$ cat config.mk
export PLATFORM = sky130hd
export DESIGN_NAME = gate_bist_ctrl
export DESIGN_NICKNAME = d
export VERILOG_FILES = /design/src/rtl/gate_bist_pkg.sv /design/src/rtl/gate_bist_timer.sv /design/src/rtl/gate_bist_ctrl.sv
export SDC_FILE = /design/constraint.sdc
export NUM_CORES = 1
export LEC_CHECK = 0
export ABC_AREA = 1
export ABC_CLOCK_PERIOD_IN_PS = 2000
export CAP_MARGIN = 10
export CORE_AREA = 2 2 39 41
export CTS_CLUSTER_DIAMETER = 200
export DETAILED_ROUTE_END_ITERATION = 7
export DIE_AREA = 0 0 41 43
export GPL_ROUTABILITY_DRIVEN = 0
export PLACE_DENSITY = 0.7
export SKIP_CTS_REPAIR_TIMING = 1
export SLEW_MARGIN = 20
export SYNTH_ARGS = -nofsm -noshare
export SYNTH_HDL_FRONTEND = slang
export SYNTH_HIERARCHICAL = 1
export SYNTH_SLANG_ARGS = --single-unit
export TNS_END_PERCENT = 30
$ cat constraint.sdc
create_clock -name clk -period 2 [get_ports clk]
set_input_delay 0.2 -clock clk [delete_from_list [all_inputs] [get_ports clk]]
set_output_delay 0.2 -clock clk [all_outputs]
set_load 0.01 [all_outputs]
$ cat src/rtl/gate_bist_pkg.sv
// Shared types and reference truth tables for the gate BIST sequencer.
package gate_bist_pkg;

  typedef enum logic [1:0] {
    StIdle,
    StApply,
    StDone
  } bist_state_t;

  localparam logic [3:0] AND2_TT  = 4'b1000;
  localparam logic [3:0] OR2_TT   = 4'b1110;
  localparam logic [3:0] XOR2_TT  = 4'b0110;
  localparam logic [3:0] NAND2_TT = 4'b0111;

endpackage

$ cat src/rtl/gate_bist_timer.sv
// Settle counter: cleared by load, advances on tick, wraps after SETTLE-1 (flagged by last).
module gate_bist_timer #(
  parameter int unsigned SETTLE = 2
) (
  input  logic clk,
  input  logic rst,
  input  logic load,
  input  logic tick,
  output logic last
);

  localparam int unsigned CW = (SETTLE > 1) ? $clog2(SETTLE) : 1;
  localparam logic [CW-1:0] CntMax = CW'(SETTLE - 1);

  logic [CW-1:0] r_cnt;

  assign last = (r_cnt == CntMax);

  always_ff @(posedge clk or posedge rst) begin
    if (rst) begin
      r_cnt <= '0;
    end else if (load) begin
      r_cnt <= '0;
    end else if (tick) begin
      r_cnt <= last ? '0 : r_cnt + 1'b1;
    end
  end

endmodule

$ cat src/rtl/gate_bist_ctrl.sv
// Exhaustive truth-table sequencer for a combinational gate under test.
// Define GATE_BIST_FAIL_LOG_EN to add first-mismatch logging outputs.
module gate_bist_ctrl
  import gate_bist_pkg::*;
#(
  parameter int unsigned               N_IN   = 2,
  parameter int unsigned               SETTLE = 2,
  parameter logic [(1 << N_IN) - 1:0]  EXP_TT = AND2_TT
) (
  input  logic            clk,
  input  logic            rst,
  input  logic            start,
  output logic [N_IN-1:0] dut_in,
  input  logic            dut_out,
  output logic            busy,
  output logic            done,
  output logic            pass,
  output logic [N_IN:0]   fail_cnt
`ifdef GATE_BIST_FAIL_LOG_EN
  ,
  output logic            first_fail_vld,
  output logic [N_IN-1:0] first_fail_idx
`endif
);

  localparam logic [N_IN-1:0] IdxMax = '1;

  bist_state_t r_state;
  logic        w_last;
  logic        w_load;
  logic        w_tick;
  logic        w_mismatch;
  logic [N_IN:0] w_fail_nxt;

  assign w_load = (r_state == StIdle) && start;
  assign w_tick = (r_state == StApply);

  // dut_in doubles as the pattern index; X/Z on the gate output counts as a mismatch
  assign w_mismatch = (dut_out !== EXP_TT[dut_in]);
  assign w_fail_nxt = fail_cnt + (N_IN + 1)'(w_mismatch);

  gate_bist_timer #(
    .SETTLE(SETTLE)
  ) u_timer (
    .clk (clk),
    .rst (rst),
    .load(w_load),
    .tick(w_tick),
    .last(w_last)
  );

  always_ff @(posedge clk or posedge rst) begin
    if (rst) begin
      r_state        <= StIdle;
      dut_in         <= '0;
      busy           <= 1'b0;
      done           <= 1'b0;
      pass           <= 1'b0;
      fail_cnt       <= '0;
`ifdef GATE_BIST_FAIL_LOG_EN
      first_fail_vld <= 1'b0;
      first_fail_idx <= '0;
`endif
    end else begin
      done <= 1'b0;
      case (r_state)
        StIdle: begin
          if (start) begin
            r_state        <= StApply;
            busy           <= 1'b1;
            dut_in         <= '0;
            fail_cnt       <= '0;
            pass           <= 1'b0;
`ifdef GATE_BIST_FAIL_LOG_EN
            first_fail_vld <= 1'b0;
            first_fail_idx <= '0;
`endif
          end
        end
        StApply: begin
          if (w_last) begin
            fail_cnt <= w_fail_nxt;
`ifdef GATE_BIST_FAIL_LOG_EN
            if (w_mismatch && !first_fail_vld) begin
              first_fail_vld <= 1'b1;
              first_fail_idx <= dut_in;
            end
`endif
            if (dut_in == IdxMax) begin
              r_state <= StDone;
              busy    <= 1'b0;
              done    <= 1'b1;
              pass    <= (w_fail_nxt == '0);
              dut_in  <= '0;
            end else begin
              dut_in <= dut_in + 1'b1;
            end
          end
        end
        StDone: r_state <= StIdle;
        default: r_state <= StIdle;
      endcase
    end
  end

endmodule

# --- After elaboration in Yosys (flattened, before gate mapping) ---
# Cells that the tools add are included.
word_totals:
  ff_bits: 11
  input_bits: 4
  wordCells: 52
classes:
  order_cmp: 1
  eq_ne: 6
  muxes: 27
  add_sub_neg: 3
  reduce_logical: 8
ops:
  columns: ["cell", "n"]
  rows:
  - ["$mux W1", 13]
  - ["$mux W2", 6]
  - ["$pmux W2 S2", 2]
  - ["$mux W3", 2]
  - ["$ne A2 B2 Y1 const B", 3]
  - ["$pmux W3 S2", 1]
  - ["$reduce_and A3 Y1", 2]
  - ["$pmux W1 S2", 2]
  - ["$reduce_and A4 Y1", 1]
  - ["$reduce_bool A2 Y1", 2]
  - ["$add A3 B1 Y3", 1]
  - ["$logic_not A3 Y1", 1]
  - ["$lt A2 B3 Y1 const B", 1]
  - ["$add A2 B1 Y2 const B", 1]
  - ["$bmux W1 S2", 1]
  - ["$eq A2 B1 Y1 const B", 1]
  - ["$eq A2 B2 Y1 const B", 1]
  - ["$logic_not A2 Y1", 1]
  - ["$add A1 B1 Y1 const B", 1]
  - ["$logic_and A1 B1 Y1", 1]
  - ["$nex A1 B1 Y1", 1]

# --- Depth between registers and ports, before layout ---
# Gate-level depths: netlist of run 1.
logic_depth:
  depth_word: 8
  mapped_depth: 9
  mapped_depth_nobuf: 9

# --- Cells and area by module ---
# The synthesis of run 1 kept the hierarchy.
modules_own_cells:
  columns: ["module", "seq_area_each_um2", "instances", "cells_per_inst", "area_per_inst_um2"]
  rows:
  - ["gate_bist_ctrl", 250.2, 1, 61, 533.0]
  - ["gate_bist_timer", 25.0, 1, 7, 47.5]

# --- Least setup slack after synthesis of run 1 ---
# Ideal clock, no wire load.
synth_timing:
  kind: "reg-to-reg"
  start: "reg dut_in[0]"
  end: "reg pass"
  setup_ns: 0.065
  slack_ns: 0.352
  required_time_ns: 1.935
  path_stages_with_launch: 10
  arrival_time_ns: 1.583
  period_less_slack_ns: 1.648
  n_path_buf: 0
  path_cell_list: "dfrtp_1 -> ha_1 -> xor2_1 -> ha_1 -> ha_1 -> nor2_1 -> nand2_1 -> nor2_1 -> nand2_1 -> nand2_1"
synth_via:
  elab_chain_cells: 8
synth_lines:
  columns: ["item", "line_no", "rtl"]
  rows:
  - ["start: declaration", "gate_bist_ctrl.sv:13", "output logic [N_IN-1:0] dut_in,"]
  - ["start signal: assignment", "gate_bist_ctrl.sv:96", "dut_in <= dut_in + 1'b1;"]
  - ["$bmux W1 S2", "gate_bist_ctrl.sv:39", "assign w_mismatch = (dut_out !== EXP_TT[dut_in]);"]
  - ["$mux W1 (not written as such)", "gate_bist_ctrl.sv:39", null]
  - ["$nex A1 B1 Y1", "gate_bist_ctrl.sv:39", null]
  - ["$add A3 B1 Y3", "gate_bist_ctrl.sv:40", "assign w_fail_nxt = fail_cnt + (N_IN + 1)'(w_mismatch);"]
  - ["$logic_not A3 Y1", "gate_bist_ctrl.sv:93", "pass <= (w_fail_nxt == '0);"]
  - ["$mux W1", "gate_bist_ctrl.sv:89", "if (dut_in == IdxMax) begin"]
  - ["$mux W1", "gate_bist_ctrl.sv:81", "if (w_last) begin"]
  - ["$pmux W1 S2", "gate_bist_ctrl.sv:66", "case (r_state)"]
  - ["end signal: assignment", "gate_bist_ctrl.sv:93", null]
  - ["end: declaration", "gate_bist_ctrl.sv:17", "output logic pass,"]
# Several ways; a longest one is shown, not always the timed one. The select of a mux whose other input is x is not followed.
# A chain may end at the register's enable or synchronous reset.

# --- Final worst setup path of run 1 ---
# Same ends and word-level chain as after synthesis.

==> impl.org, run 1 <==
** Run status
- The run finished with clean final reports.

** CTS
- Clk sinks :: 11
- Clock latency on the worst-skew pair, taken at its later pin, is around 0.26 ns.
- Clock-pin slew was measured on the worst setup and hold paths at about 0.07 ns.
- The number of clock buffers added by TritonCTS is 3.
- CTS tree :: built
- The tree is rooted in a sky130_fd_sc_hd__clkbuf_4.
- CTS built an H-tree with a depth of 1.
- Counting along the longest clock path gives a buffer depth of 2.

** Logic synthesis
- Synthesized netlist net count :: 75
- Synthesis instantiated 14 different standard cells from the library.
- The share of synthesized area in the top cell type comes to 0.474.
- For this run, the register share of the synthesized area comes to 0.474.
- In this run the mean area of a mapped cell was between 8 and 9 µm².
- In this run the cell area of the synthesized design comes to between 500 and 600 µm².
- For this run, the number of Yosys warnings is 6.
- Flip-flop and latch count after synthesis :: 11
- The biggest area contributor in the post-synthesis netlist is sky130_fd_sc_hd__dfrtp_1.
- Number of instances in the synthesized netlist :: 68
- Cell types with the largest area share after synthesis :: sky130_fd_sc_hd__dfrtp_1 47%, sky130_fd_sc_hd__nand2_1 9.7%, sky130_fd_sc_hd__nand3_1 9.5%

** Floorplan
- Io pins :: 12
- DIE HEIGHT :: roughly 43 µm
- For this configuration, the core starts out at a cell density of 0.420.
- In this run the core area contains 14 standard-cell rows.
- Die Wd :: roughly 41 µm
- The floorplan step defined a die boundary enclosing 0.00176 mm².
- The core region is 0.00138 mm².

** Placement
- Place WS :: a little over 0.3 ns
- During placement, the flow inserted port buffers numbering 11.
- The number of placed instances, taps included, is 95.
- Post-detailed-placement half-perimeter wirelength :: 763 µm

** Pwr
- Total leakage power :: approximately 0.4 nW
- Combinational cell fraction of total power :: 0.521
- Of the total power, registers draw 0.343.
- The share of total power dissipated in the clock network is 0.137.
- VDD sags by at most just under 0.0006 V.
- Dividing total power by cell area gives a power density of 1510 mW/mm².
- Cell internal power was estimated by the tool at ~0.00065 W.
- Switching component of the power :: between 0.0004 and 0.0005 W
- Of the total power, the share spent switching nets is 0.414.

** STA
- Peak clock frequency supported by timing :: between 500 and 600 MHz
- Final setup violation count :: 0
- Transition time of the tightest slew-check pin :: slightly below 0.4 ns
- Final count of hold timing violations :: 0
- Setup total negative slack on the finished layout was measured at 0 ns.
- On the final layout, the worst clock skew is between 0.004 and 0.005 ns.
- Max Transition Viols Final :: 0
- Subtracting the final worst setup slack from the clock period gives between 1.5 and 2 ns.
- The worst path meets setup with around 0.28 ns of slack.
- Unrepaired setup endpoints after global routing :: false
- Dividing the final minimum period by the clock period gives 0.858.
- Relative slew margins :: 0.738

** Detailed routing
- After detailed routing, the total wire length is about 1.1 mm.
- DRC violation count after routing :: 0
- Vias per inst :: approximately 4.8
- Across all layers, the routed design uses about 480 vias.
- The first detailed-routing pass took 2 iterations.
- The detailed router finished its first iteration with 4 violations.
- Post-DRT Antenna Nets :: 0
- Dividing the detail-routed wire length by the instance count gives roughly 11 µm.

** Global route
- The first global-routing pass estimated roughly 1.9 mm of wire.
- The via count of the first global-routing pass came to approximately 450.
- Entering global routing, the biggest net connects 11 pins.
- Number of antenna violations at the first check in global routing :: 0
- For this run the aggregate overflow at the end of global routing stands at 0.
- In the global route stage, overall resource usage came out at 0.158.

** Setup path
- Cell with the largest stage delay on the worst path :: sky130_fd_sc_hd__dfrtp_1
- Setup slack, reg-to-reg :: 0.28 ns
- The largest single stage delay on the critical path is between 0.4 and 0.5 ns.
- STA classifies the critical path endpoint as a register.
- The signal on the critical path passes through ha_1, xor2_1, ha_1, ha_1, nor2_1, nand2_1, nor2_1, nand2_1, nand2_1.
- STA classifies the critical path startpoint as a register.
- Data on the critical path arrives at its endpoint at between 1.5 and 2 ns.
- Of all nets on the critical path, the largest fanout is 4.
- CP Class :: reg2reg
- CP required :: roughly 2.2 ns

** Layout
- Leaving out fill and tap cells, the most frequent cell in the layout is sky130_fd_sc_hd__nand2_1.
- Highest-count cells in the layout ignoring fill and taps :: 15 x sky130_fd_sc_hd__nand2_1, 11 x sky130_fd_sc_hd__nand3_1, 11 x sky130_fd_sc_hd__dfrtp_1, 11 x sky130_fd_sc_hd__clkdlybuf4s50_1
- Layout area overhead :: 26.9%
- Non-filler instance count after layout :: 99
- The number of antenna diodes in the final layout is 0.
- Fraction of layout cells with a size suffix above 1 :: 0.0964
- Layout fillers :: between 100 and 150
- For this run, the post-layout net count is between 90 and 100.
- Once layout is complete, the utilization of the core stands at 0.533.

** Min path
- In this run the worst hold path is classified as in2async.

** Flow run
- Across the run, the number of max-cap violations was 0.
area by class of cell:
class,instances,area [µm²],share of cell area
timing repair buffer,11,110,0.149
multi-input combinational,48,272,0.368
clock buffer,4,26.3,0.0357
tap,16,20.0,0.0272
inverter,9,33.8,0.0458
sequential,11,275,0.374
stage by stage:
step / cell area (µm²) / total power (W) / hold WS, ns
2_1_floorplan: 581 / 0.000761 / -0.0713
3_3_place_gp: 711 / 0.000952 / 0.369
3_5_place_dp: 711 / 0.000962 / 0.378
4_1_cts: 737 / 0.00112 / 0.0871
5_1_grt: 737 / 0.00122 / 0.0980
6_report: 737 / 0.00111 / 0.0980
routing by layer:
metal / vias up / share of wire / global-route usage
li1: 244 / - / -
met1: 221 / 0.49 / 0.223
met2: 8 / 0.48 / 0.222
met3: 2 / 0.027 / 0.0314
met4: 0 / 0.011 / 0.0800
met5: - / 0 / 0
final timing paths:
| path | start | end | cells past startpoint |
|---|---|---|---|
| max | dut_in[0] | pass | 9 |
| min | rst | u_timer/last | 2 |
| max reg2reg | dut_in[0] | pass | 9 |
| min reg2reg | pass | pass | 2 |
| max in group asynchronous | rst | busy | 2 |
| min in group clk | pass | pass | 2 |
power groups by stage:
stage                     combinational [W]  sequential, W  clock (W)
after floorplan                    0.000357       0.000404          0
after global placement             0.000571       0.000381          0
after detailed placement           0.000579       0.000383          0
after CTS                          0.000585       0.000381   0.000158
after global routing               0.000655       0.000393   0.000168
final                              0.000579       0.000381   0.000152
flip-flops by register name, summed over array words and instances, names as in the netlist:
| register | cells |
|---|---|
| pass | 1 |
| busy | 1 |
| r_state | 2 |
| fail_cnt | 3 |
| u_timer/last | 1 |
| done | 1 |
| dut_in | 2 |
critical path, delay by kind of cell (launching register included):
family,cells,cell delay (ns)
flops,1,0.41
xor+xnor,1,0.16
simple gates,5,0.36
fa+ha+maj,3,0.74
synthesized netlist by cell type:
cell,number
sky130_fd_sc_hd__nor3_1,1
sky130_fd_sc_hd__nand2_4,3
sky130_fd_sc_hd__xor2_1,2
sky130_fd_sc_hd__inv_1,8
sky130_fd_sc_hd__nor2_4,1
sky130_fd_sc_hd__nand2_1,15
sky130_fd_sc_hd__nor2_1,8
sky130_fd_sc_hd__ha_1,3
sky130_fd_sc_hd__nand3b_1,2
sky130_fd_sc_hd__dfrtp_1,11
sky130_fd_sc_hd__o21ai_0,1
sky130_fd_sc_hd__a21oi_1,1
sky130_fd_sc_hd__nand3_1,11
sky130_fd_sc_hd__inv_2,1
logic make-up (layout without fill, tap and decap cells):
| logic type | after synthesis | in the layout | share of synthesized area |
|---|---|---|---|
| compound gates | 2 | 2 | 0.0172 |
| flops | 11 | 11 | 0.474 |
| fa+ha+maj | 3 | 3 | 0.0647 |
| xor+xnor | 2 | 2 | 0.0302 |
| buf+inv | 9 | 24 | 0.0582 |
| simple gates | 41 | 41 | 0.356 |
Power figures use the tool's default switching activity.
==> inputs of run 2 (changes only) <==
--- a/config.mk
+++ b/config.mk
@@ -7,7 +7,7 @@
 export LEC_CHECK = 0
 export ABC_AREA = 1
 export ABC_CLOCK_PERIOD_IN_PS = 2000
-export CAP_MARGIN = 10
+export CAP_MARGIN = 20
 export CORE_AREA = 2 2 39 41
 export CTS_CLUSTER_DIAMETER = 200
 export DETAILED_ROUTE_END_ITERATION = 7
==> results of run 2 <==
Final layout, timing and power as in run 1 (identical DEF).
